===== src/rtl/jtvigil_pal_pkg.sv =====
// jtvigil_pal_pkg
// Shared constants for the Vigilante palette RAM scheduler: the slot numbers
// of the per-pixel time-slot schedule, the colour-select codes placed in the
// top two palette address bits, and the packed 5-bit RGB triple.
package jtvigil_pal_pkg;

  localparam logic [2:0] SLOT_R    = 3'd0;  // R address out
  localparam logic [2:0] SLOT_G    = 3'd1;  // G address out, R data back
  localparam logic [2:0] SLOT_B    = 3'd2;  // B address out, G data back
  localparam logic [2:0] SLOT_BCAP = 3'd3;  // B data back
  localparam logic [2:0] SLOT_CPU  = 3'd4;  // CPU access issued
  localparam logic [2:0] SLOT_OK   = 3'd5;  // CPU completion / read data back
  localparam logic [2:0] SLOT_LAST = 3'd7;  // counter saturates here

  localparam logic [1:0] CSEL_R = 2'd0;
  localparam logic [1:0] CSEL_G = 2'd1;
  localparam logic [1:0] CSEL_B = 2'd2;

  typedef struct packed {
    logic [4:0] r;
    logic [4:0] g;
    logic [4:0] b;
  } rgb5_t;

endpackage


===== src/rtl/jtvigil_pal_cpureq.sv =====
// jtvigil_pal_cpureq
// CPU side of the palette scheduler. Detects the rising edge of cpu_cs_i,
// latches the request (address, data, direction) into a pending slot,
// issues it when the scheduler grants a CPU slot, and produces the one-cycle
// cpu_ok_o pulse plus the read data the cycle after the access.
//
// Ports:
//   clk, rst            clock, async active-high reset
//   cpu_cs_i/rnw_i/addr_i/dout_i   raw CPU request
//   slot_en_i           scheduler says this cycle may carry a CPU access
//   ram_dout_i          registered RAM read data
//   issue_o             a latched request drives the RAM this cycle
//   req_rnw_o/addr_o/data_o        the latched request
//   cpu_din_o, cpu_ok_o read data and completion pulse to the CPU
module jtvigil_pal_cpureq #(
  parameter int AW = 11
) (
  input  logic          clk,
  input  logic          rst,
  input  logic          cpu_cs_i,
  input  logic          cpu_rnw_i,
  input  logic [AW-1:0] cpu_addr_i,
  input  logic [7:0]    cpu_dout_i,
  input  logic          slot_en_i,
  input  logic [7:0]    ram_dout_i,
  output logic          issue_o,
  output logic          req_rnw_o,
  output logic [AW-1:0] req_addr_o,
  output logic [7:0]    req_data_o,
  output logic [7:0]    cpu_din_o,
  output logic          cpu_ok_o
);

  logic          cs_q;
  logic          pend_q;
  logic          rnw_q;
  logic          ok_q;
  logic          rd_q;
  logic [AW-1:0] addr_q;
  logic [7:0]    data_q;
  logic [7:0]    din_q;
  logic          rise;
  logic          latch;

  assign rise  = cpu_cs_i & ~cs_q;
  assign latch = rise & ~pend_q;
  // pending stays set through the ok cycle; masking with ok_q stops a
  // back-to-back CPU slot from re-issuing the same access
  assign issue_o = pend_q & ~ok_q & slot_en_i;

  always_ff @(posedge clk or posedge rst) begin
    if (rst) begin
      cs_q   <= 1'b0;
      pend_q <= 1'b0;
      rnw_q  <= 1'b1;
      ok_q   <= 1'b0;
      rd_q   <= 1'b0;
      din_q  <= '0;
    end else begin
      cs_q <= cpu_cs_i;
      if (ok_q) begin
        pend_q <= 1'b0;
      end else if (latch) begin
        pend_q <= 1'b1;
        rnw_q  <= cpu_rnw_i;
      end
      ok_q <= issue_o;
      rd_q <= issue_o & rnw_q;
      if (rd_q) din_q <= ram_dout_i;
    end
  end

  always_ff @(posedge clk) begin
    if (latch) begin
      addr_q <= cpu_addr_i;
      data_q <= cpu_dout_i;
    end
  end

  assign req_rnw_o  = rnw_q;
  assign req_addr_o = addr_q;
  assign req_data_o = data_q;
  assign cpu_ok_o   = ok_q;
  // read data is presented straight from the RAM on the ok cycle and held
  // from the register afterwards
  assign cpu_din_o  = rd_q ? ram_dout_i : din_q;

endmodule


===== src/rtl/jtvigil_pal_sched.sv =====
// jtvigil_pal_sched
// Time-slot scheduler sharing the single-port palette RAM between the video
// fetch (R, G, B bytes per pixel) and the main CPU. A 3-bit slot counter
// restarts after every pxl_cen: slots 0-2 present the R/G/B addresses,
// slots 1-3 capture the returned bytes, slot 4 carries a pending CPU access
// and slot 5 completes it. Colour is blanked and registered on pxl_cen.
//
// Ports:
//   clk, rst                 clock, async active-high reset
//   pxl_cen, LHBL, LVBL      pixel enable and active-low blanks
//   vid_addr                 palette index, sampled on pxl_cen
//   cpu_cs/rnw/addr/dout     CPU request, cpu_din/cpu_ok its response
//   ram_addr/din/we, ram_dout  palette RAM (1-cycle registered read)
//   red, green, blue         5-bit pixel colour
//
// Build option: JTVIGIL_PAL_GRAY_EN replaces the video fetch with a grey
// ramp from vidx[3:0] and makes every slot a CPU slot.
module jtvigil_pal_sched #(
  parameter int AW = 11
) (
  input  logic          clk,
  input  logic          rst,
  input  logic          pxl_cen,
  input  logic          LHBL,
  input  logic          LVBL,
  input  logic [AW-3:0] vid_addr,
  input  logic          cpu_cs,
  input  logic          cpu_rnw,
  input  logic [AW-1:0] cpu_addr,
  input  logic [7:0]    cpu_dout,
  output logic [7:0]    cpu_din,
  output logic          cpu_ok,
  output logic [AW-1:0] ram_addr,
  output logic [7:0]    ram_din,
  output logic          ram_we,
  input  logic [7:0]    ram_dout,
  output logic [4:0]    red,
  output logic [4:0]    green,
  output logic [4:0]    blue
);
  import jtvigil_pal_pkg::*;

  logic [2:0]    slot_q, slot_d;
  logic [AW-3:0] vidx_q;
  rgb5_t         rgb_q;
  logic          blank;
  logic          cpu_slot;
  logic          issue;
  logic          req_rnw;
  logic [AW-1:0] req_addr;
  logic [7:0]    req_data;

  assign blank = ~LVBL | ~LHBL;

  always_comb begin
    slot_d = slot_q;
    if (pxl_cen) slot_d = 3'd0;
    else if (slot_q != SLOT_LAST) slot_d = slot_q + 3'd1;
  end

  // Counter idles saturated at 7 out of reset so nothing is fetched or
  // issued until the first pxl_cen.
  always_ff @(posedge clk or posedge rst) begin
    if (rst) begin
      slot_q <= SLOT_LAST;
      vidx_q <= '0;
    end else begin
      slot_q <= slot_d;
      if (pxl_cen) vidx_q <= vid_addr;
    end
  end

  jtvigil_pal_cpureq #(.AW(AW)) u_cpureq (
    .clk        (clk),
    .rst        (rst),
    .cpu_cs_i   (cpu_cs),
    .cpu_rnw_i  (cpu_rnw),
    .cpu_addr_i (cpu_addr),
    .cpu_dout_i (cpu_dout),
    .slot_en_i  (cpu_slot),
    .ram_dout_i (ram_dout),
    .issue_o    (issue),
    .req_rnw_o  (req_rnw),
    .req_addr_o (req_addr),
    .req_data_o (req_data),
    .cpu_din_o  (cpu_din),
    .cpu_ok_o   (cpu_ok)
  );

  assign ram_we  = issue & ~req_rnw;
  assign ram_din = ram_we ? req_data : '0;

`ifdef JTVIGIL_PAL_GRAY_EN
  logic [4:0] gray;

  assign cpu_slot = 1'b1;
  assign gray     = {vidx_q[3:0], 1'b0};

  always_comb begin
    ram_addr = '0;
    if (issue) ram_addr = req_addr;
  end

  always_ff @(posedge clk or posedge rst) begin
    if (rst) begin
      rgb_q <= '0;
    end else if (pxl_cen) begin
      rgb_q <= blank ? '0 : {gray, gray, gray};
    end
  end
`else
  rgb5_t pix_q;

  assign cpu_slot = (slot_q == SLOT_CPU);

  always_comb begin
    ram_addr = '0;
    case (slot_q)
      SLOT_R:   ram_addr = {CSEL_R, vidx_q};
      SLOT_G:   ram_addr = {CSEL_G, vidx_q};
      SLOT_B:   ram_addr = {CSEL_B, vidx_q};
      default:  if (issue) ram_addr = req_addr;
    endcase
  end

  // RAM data lags the address by one slot, so each byte is captured one
  // slot after its address was presented.
  always_ff @(posedge clk or posedge rst) begin
    if (rst) begin
      pix_q <= '0;
      rgb_q <= '0;
    end else begin
      case (slot_q)
        SLOT_G:    pix_q.r <= ram_dout[4:0];
        SLOT_B:    pix_q.g <= ram_dout[4:0];
        SLOT_BCAP: pix_q.b <= ram_dout[4:0];
        default:   ;
      endcase
      if (pxl_cen) rgb_q <= blank ? '0 : pix_q;
    end
  end
`endif

  assign red   = rgb_q.r;
  assign green = rgb_q.g;
  assign blue  = rgb_q.b;

endmodule


===== config.mk =====
export PLATFORM = sky130hd
export DESIGN_NAME = jtvigil_pal_sched
export DESIGN_NICKNAME = d
export VERILOG_FILES = /design/src/rtl/jtvigil_pal_pkg.sv /design/src/rtl/jtvigil_pal_cpureq.sv /design/src/rtl/jtvigil_pal_sched.sv
export SDC_FILE = /design/constraint.sdc
export NUM_CORES = 1
export LEC_CHECK = 0
export CORE_MARGIN = 10
export CORE_UTILIZATION = 40
export CTS_BUF_LIST = sky130_fd_sc_hd__clkbuf_4 sky130_fd_sc_hd__clkbuf_8
export DETAILED_ROUTE_END_ITERATION = 16
export PLACE_DENSITY_LB_ADDON = 0.15
export SYNTH_ARGS = -nofsm -noshare
export SYNTH_HDL_FRONTEND = slang
export SYNTH_HIERARCHICAL = 1
export SYNTH_SLANG_ARGS = --single-unit
export TNS_END_PERCENT = 100

===== constraint.sdc =====
create_clock -name clk -period 5 [get_ports clk]
set_input_delay 0.75 -clock clk [delete_from_list [all_inputs] [get_ports clk]]
set_output_delay 0.75 -clock clk [all_outputs]
set_load 0.02 [all_outputs]

==> flow_summary_export.csv <==
group,metric,value,unit
floorplan,start_util,0.413,
logic_synthesis,synth_top_family_by_area,"multiplexers",
routing,num_vias,1997,
logic_synthesis,ys_ff_latch,74,
cts,cts_tree,"built",
routing,vias_per_cell,4.56,
cells_and_area,area_growth,39.8,%
setup_path,cp.arrival,3.15,ns
job,drv_cap,0,
cts,cts.path.max_buffers,2,
place,gp_congestion,0.797,
floorplan,ios,87,
timing,period_minus_slack,3.90,ns
hold_path,hold_start,"u_cpureq/din_q[3]",
timing,min_period_over_period,0.780,
cells_and_area,multi_input_area,890,µm²
place,hpwlAfterDp,4820,µm
routing,ant_nets,0,
setup_path,cp.required,4.25,ns
setup_path,cp_slowest_cell,"nor2_1",
setup_path,rr_endpoint,"u_cpureq/cpu_ok_o",
setup_path,reg2reg_from,"slot_q[0]",
power_and_ir_drop,p_leak,1.79,nW
routing,firstDrtPassIters,4,
cts,cts_sinks,74,
place,portBuffers,86,
floorplan,die-area,11400,µm²
logic_synthesis,synth_simple_gate_area_frac,0.0972,
global_routing,grt_pass1_vias,2098,
floorplan,die_x,107,µm
global_routing,antenna_found_initial,0,
cts,tritoncts.num_buffers,9,
setup_path,crit_path_end_kind,"output pin",
timing,setup_tns,0,ns
cells_and_area,regArea,1950,µm²
logic_synthesis,ys_types,28,
cells_and_area,final_cell_mix,"86 x clkdlybuf4s50_1, 51 x dfrtp_1, 36 x nand2_1",
logic_synthesis,ys_seq_area_frac,0.648,
status,status,"finished, final reports clean",
timing,skew,0.00987,ns
logic_synthesis,netlist_area,3010,µm²
cts,cts_root_buffer,"clkbuf_8",
cts,insertion_delay,0.34,ns
global_routing,grt_overflow_total,0,
setup_path,rrSetupSlack,3.32,ns
global_routing,grt_pass1_wl,11000,µm
hold_path,hold_end,"u_cpureq/din_q[3]",
cts,cts_resized,0,
logic_synthesis,synth_compound_area_frac,0.0473,
logic_synthesis,synth_xor_area_frac,0.00291,
cells_and_area,finalNetCount,383,
timing,tightest_slew,0.806,ns
routing,routedWlPerCell,15.2,µm
routing,drc,0,
cells_and_area,nFillCells,629,
timing,hold_viol_final,0,
cts,post-cts-setup-buffer-count,0,
cts,h-tree-depth,3,
floorplan,core,7290,µm²
power_and_ir_drop,power_density,411,nW/µm²
hold_path,hp-class,"reg -> reg",
logic_synthesis,synth_mux_area_frac,0.123,
timing,max_freq,256,MHz
power_and_ir_drop,ir_drop,0.000183,V
setup_path,r2r_cells,5,
logic_synthesis,syn_area_per_cell,12.4,µm²
timing,maxSlewViolCount,0,
timing,finalSetupViolCount,0,
floorplan,rows,31,
logic_synthesis,syn_nets,292,
setup_path,path_max_fanout,13,
setup_path,path_cells,"inv_1 > ha_1 > and2_1 > nand2_1 > nor2_1 > nor2b_1 > and2_1 > clkdlybuf4s50_1",
cells_and_area,final_util,0.578,
setup_path,path_class,"reg -> out",
floorplan,dieHeight,107,µm
logic_synthesis,synth_adder_area_share,0.0249,
timing,rsz0062_at_grt,"no",
routing,drt_iter0_drc,57,
cts,cts.clk_slew.worst_paths,0.07,ns
logic_synthesis,ys.warnings.count,6,
hold_path,whs_path_depth,1,
cells_and_area,final_common_cell,"clkdlybuf4s50_1",
cells_and_area,diodes,0,
logic_synthesis,postSynthCellCount,243,
timing,slew_headroom,0.461,
setup_path,cp-start-kind,"flop",
global_routing,grt_max_degree,43,
setup_path,cpMostUsedCell,"and2_1",
global_routing,grt_usage,0.124,
routing,wl,6660,µm
cts,cts_hold_buf,0,
cells_and_area,drive_gt1_frac,0.130,
setup_path,max_stage_delay,0.62,ns
-- sequential cells by signal, indices dropped and copies added, names as in the netlist --
| signal | count |
|---|---|
| pix_q | 15 |
| u_cpureq/req_addr_o | 11 |
| vidx_q | 9 |
| u_cpureq/din_q | 8 |
| u_cpureq/req_data_o | 8 |
| blue | 5 |
| green | 5 |
| red | 5 |
| slot_q | 3 |
| u_cpureq/cpu_ok_o | 1 |
| u_cpureq/cs_q | 1 |
| u_cpureq/pend_q | 1 |
| u_cpureq/rd_q | 1 |
| u_cpureq/req_rnw_o | 1 |
-- stage by stage --
stage          hold WS (ns)  total power, W  cells  worst slack (ns)  instance area (µm²)
6_report              0.481         0.00173    438              1.10                 4210
3_5_place_dp          0.468         0.00118    422              1.49                 3960
5_1_grt               0.511         0.00182    438             0.740                 4210
3_3_place_gp          0.457         0.00118    422              1.60                 3960
4_1_cts               0.488         0.00176    438              1.07                 4210
2_1_floorplan         0.443        0.000996    243              2.55                 3010
-- cell type report --
class                           count  area share
Timing Repair Buffer               89       0.210
Inverter                           30      0.0267
Sequential cell                    74       0.463
Clock buffer                       11      0.0359
Tap cell                           99      0.0294
Clock inverter                      5      0.0238
Multi-Input combinational cell    130       0.211
-- per-layer routing --
metal  global-route usage  vias to the layer above  share of wire
li1                     -                      975              -
met1                0.157                      953           0.45
met2                0.175                       61           0.45
met3               0.0515                        8          0.082
met4               0.0667                        0          0.016
met5                    0                        -              0
-- logic make-up (layout without fill, tap and decap cells) --
group,Yosys count,after routing
DFF,74,74
and+or+nand+nor,61,61
buffers and inverters,39,135
muxes,34,34
AOI/OAI and AO/OA,28,28
adders and majority gates,6,6
xor gates and xnor gates,1,1
-- synthesized netlist by cell type, drive strengths merged --
library cell  number  area share
and3               1      0.0021
dfrtp             51        0.42
a21oi              2      0.0033
nor2b              1      0.0021
nor4b              1      0.0050
mux2              24       0.090
mux2i             10       0.033
nor3b              1      0.0025
dfstp              4       0.035
inv               30       0.037
nor3               1      0.0033
o211ai             1      0.0025
buf                5       0.015
xor2               1      0.0029
edfxtp            19        0.19
clkbuf             4      0.0050
o21ai             25       0.042
and2               9       0.019
ha                 6       0.025
nand2b             1      0.0021
nor2               8       0.012
nand2             38       0.049
-- how the worst max path moves through the flow --
stage | startpoint | endpoint | slack [ns] | depth (start not counted)
finish | slot_q[0] | ram_din[0] | 1.10 | 8
global route | slot_q[0] | ram_din[6] | 0.74 | 8
CTS | slot_q[0] | ram_din[0] | 1.07 | 8
detailed placement | slot_q[0] | ram_din[0] | 1.49 | 8
global placement | slot_q[0] | ram_din[3] | 1.60 | 8
floorplan | slot_q[0] | ram_din[0] | 2.55 | 8
-- worst max-delay path, delay by kind of cell, from the launching register on --
family / cells / cell delay, ns
flops: 1 / 0.39
fa+ha+maj: 1 / 0.20
simple gates: 5 / 1.53
buf+inv: 2 / 0.70
-- power by group --
group	total, W	switching, W	internal (W)
registers	0.000776	0.0000460	0.000730
logic	0.000387	0.000183	0.000203
clock network	0.000568	0.000211	0.000357
total	0.00173	0.000440	0.00129
No activity file was read; power rests on OpenSTA's default activity.
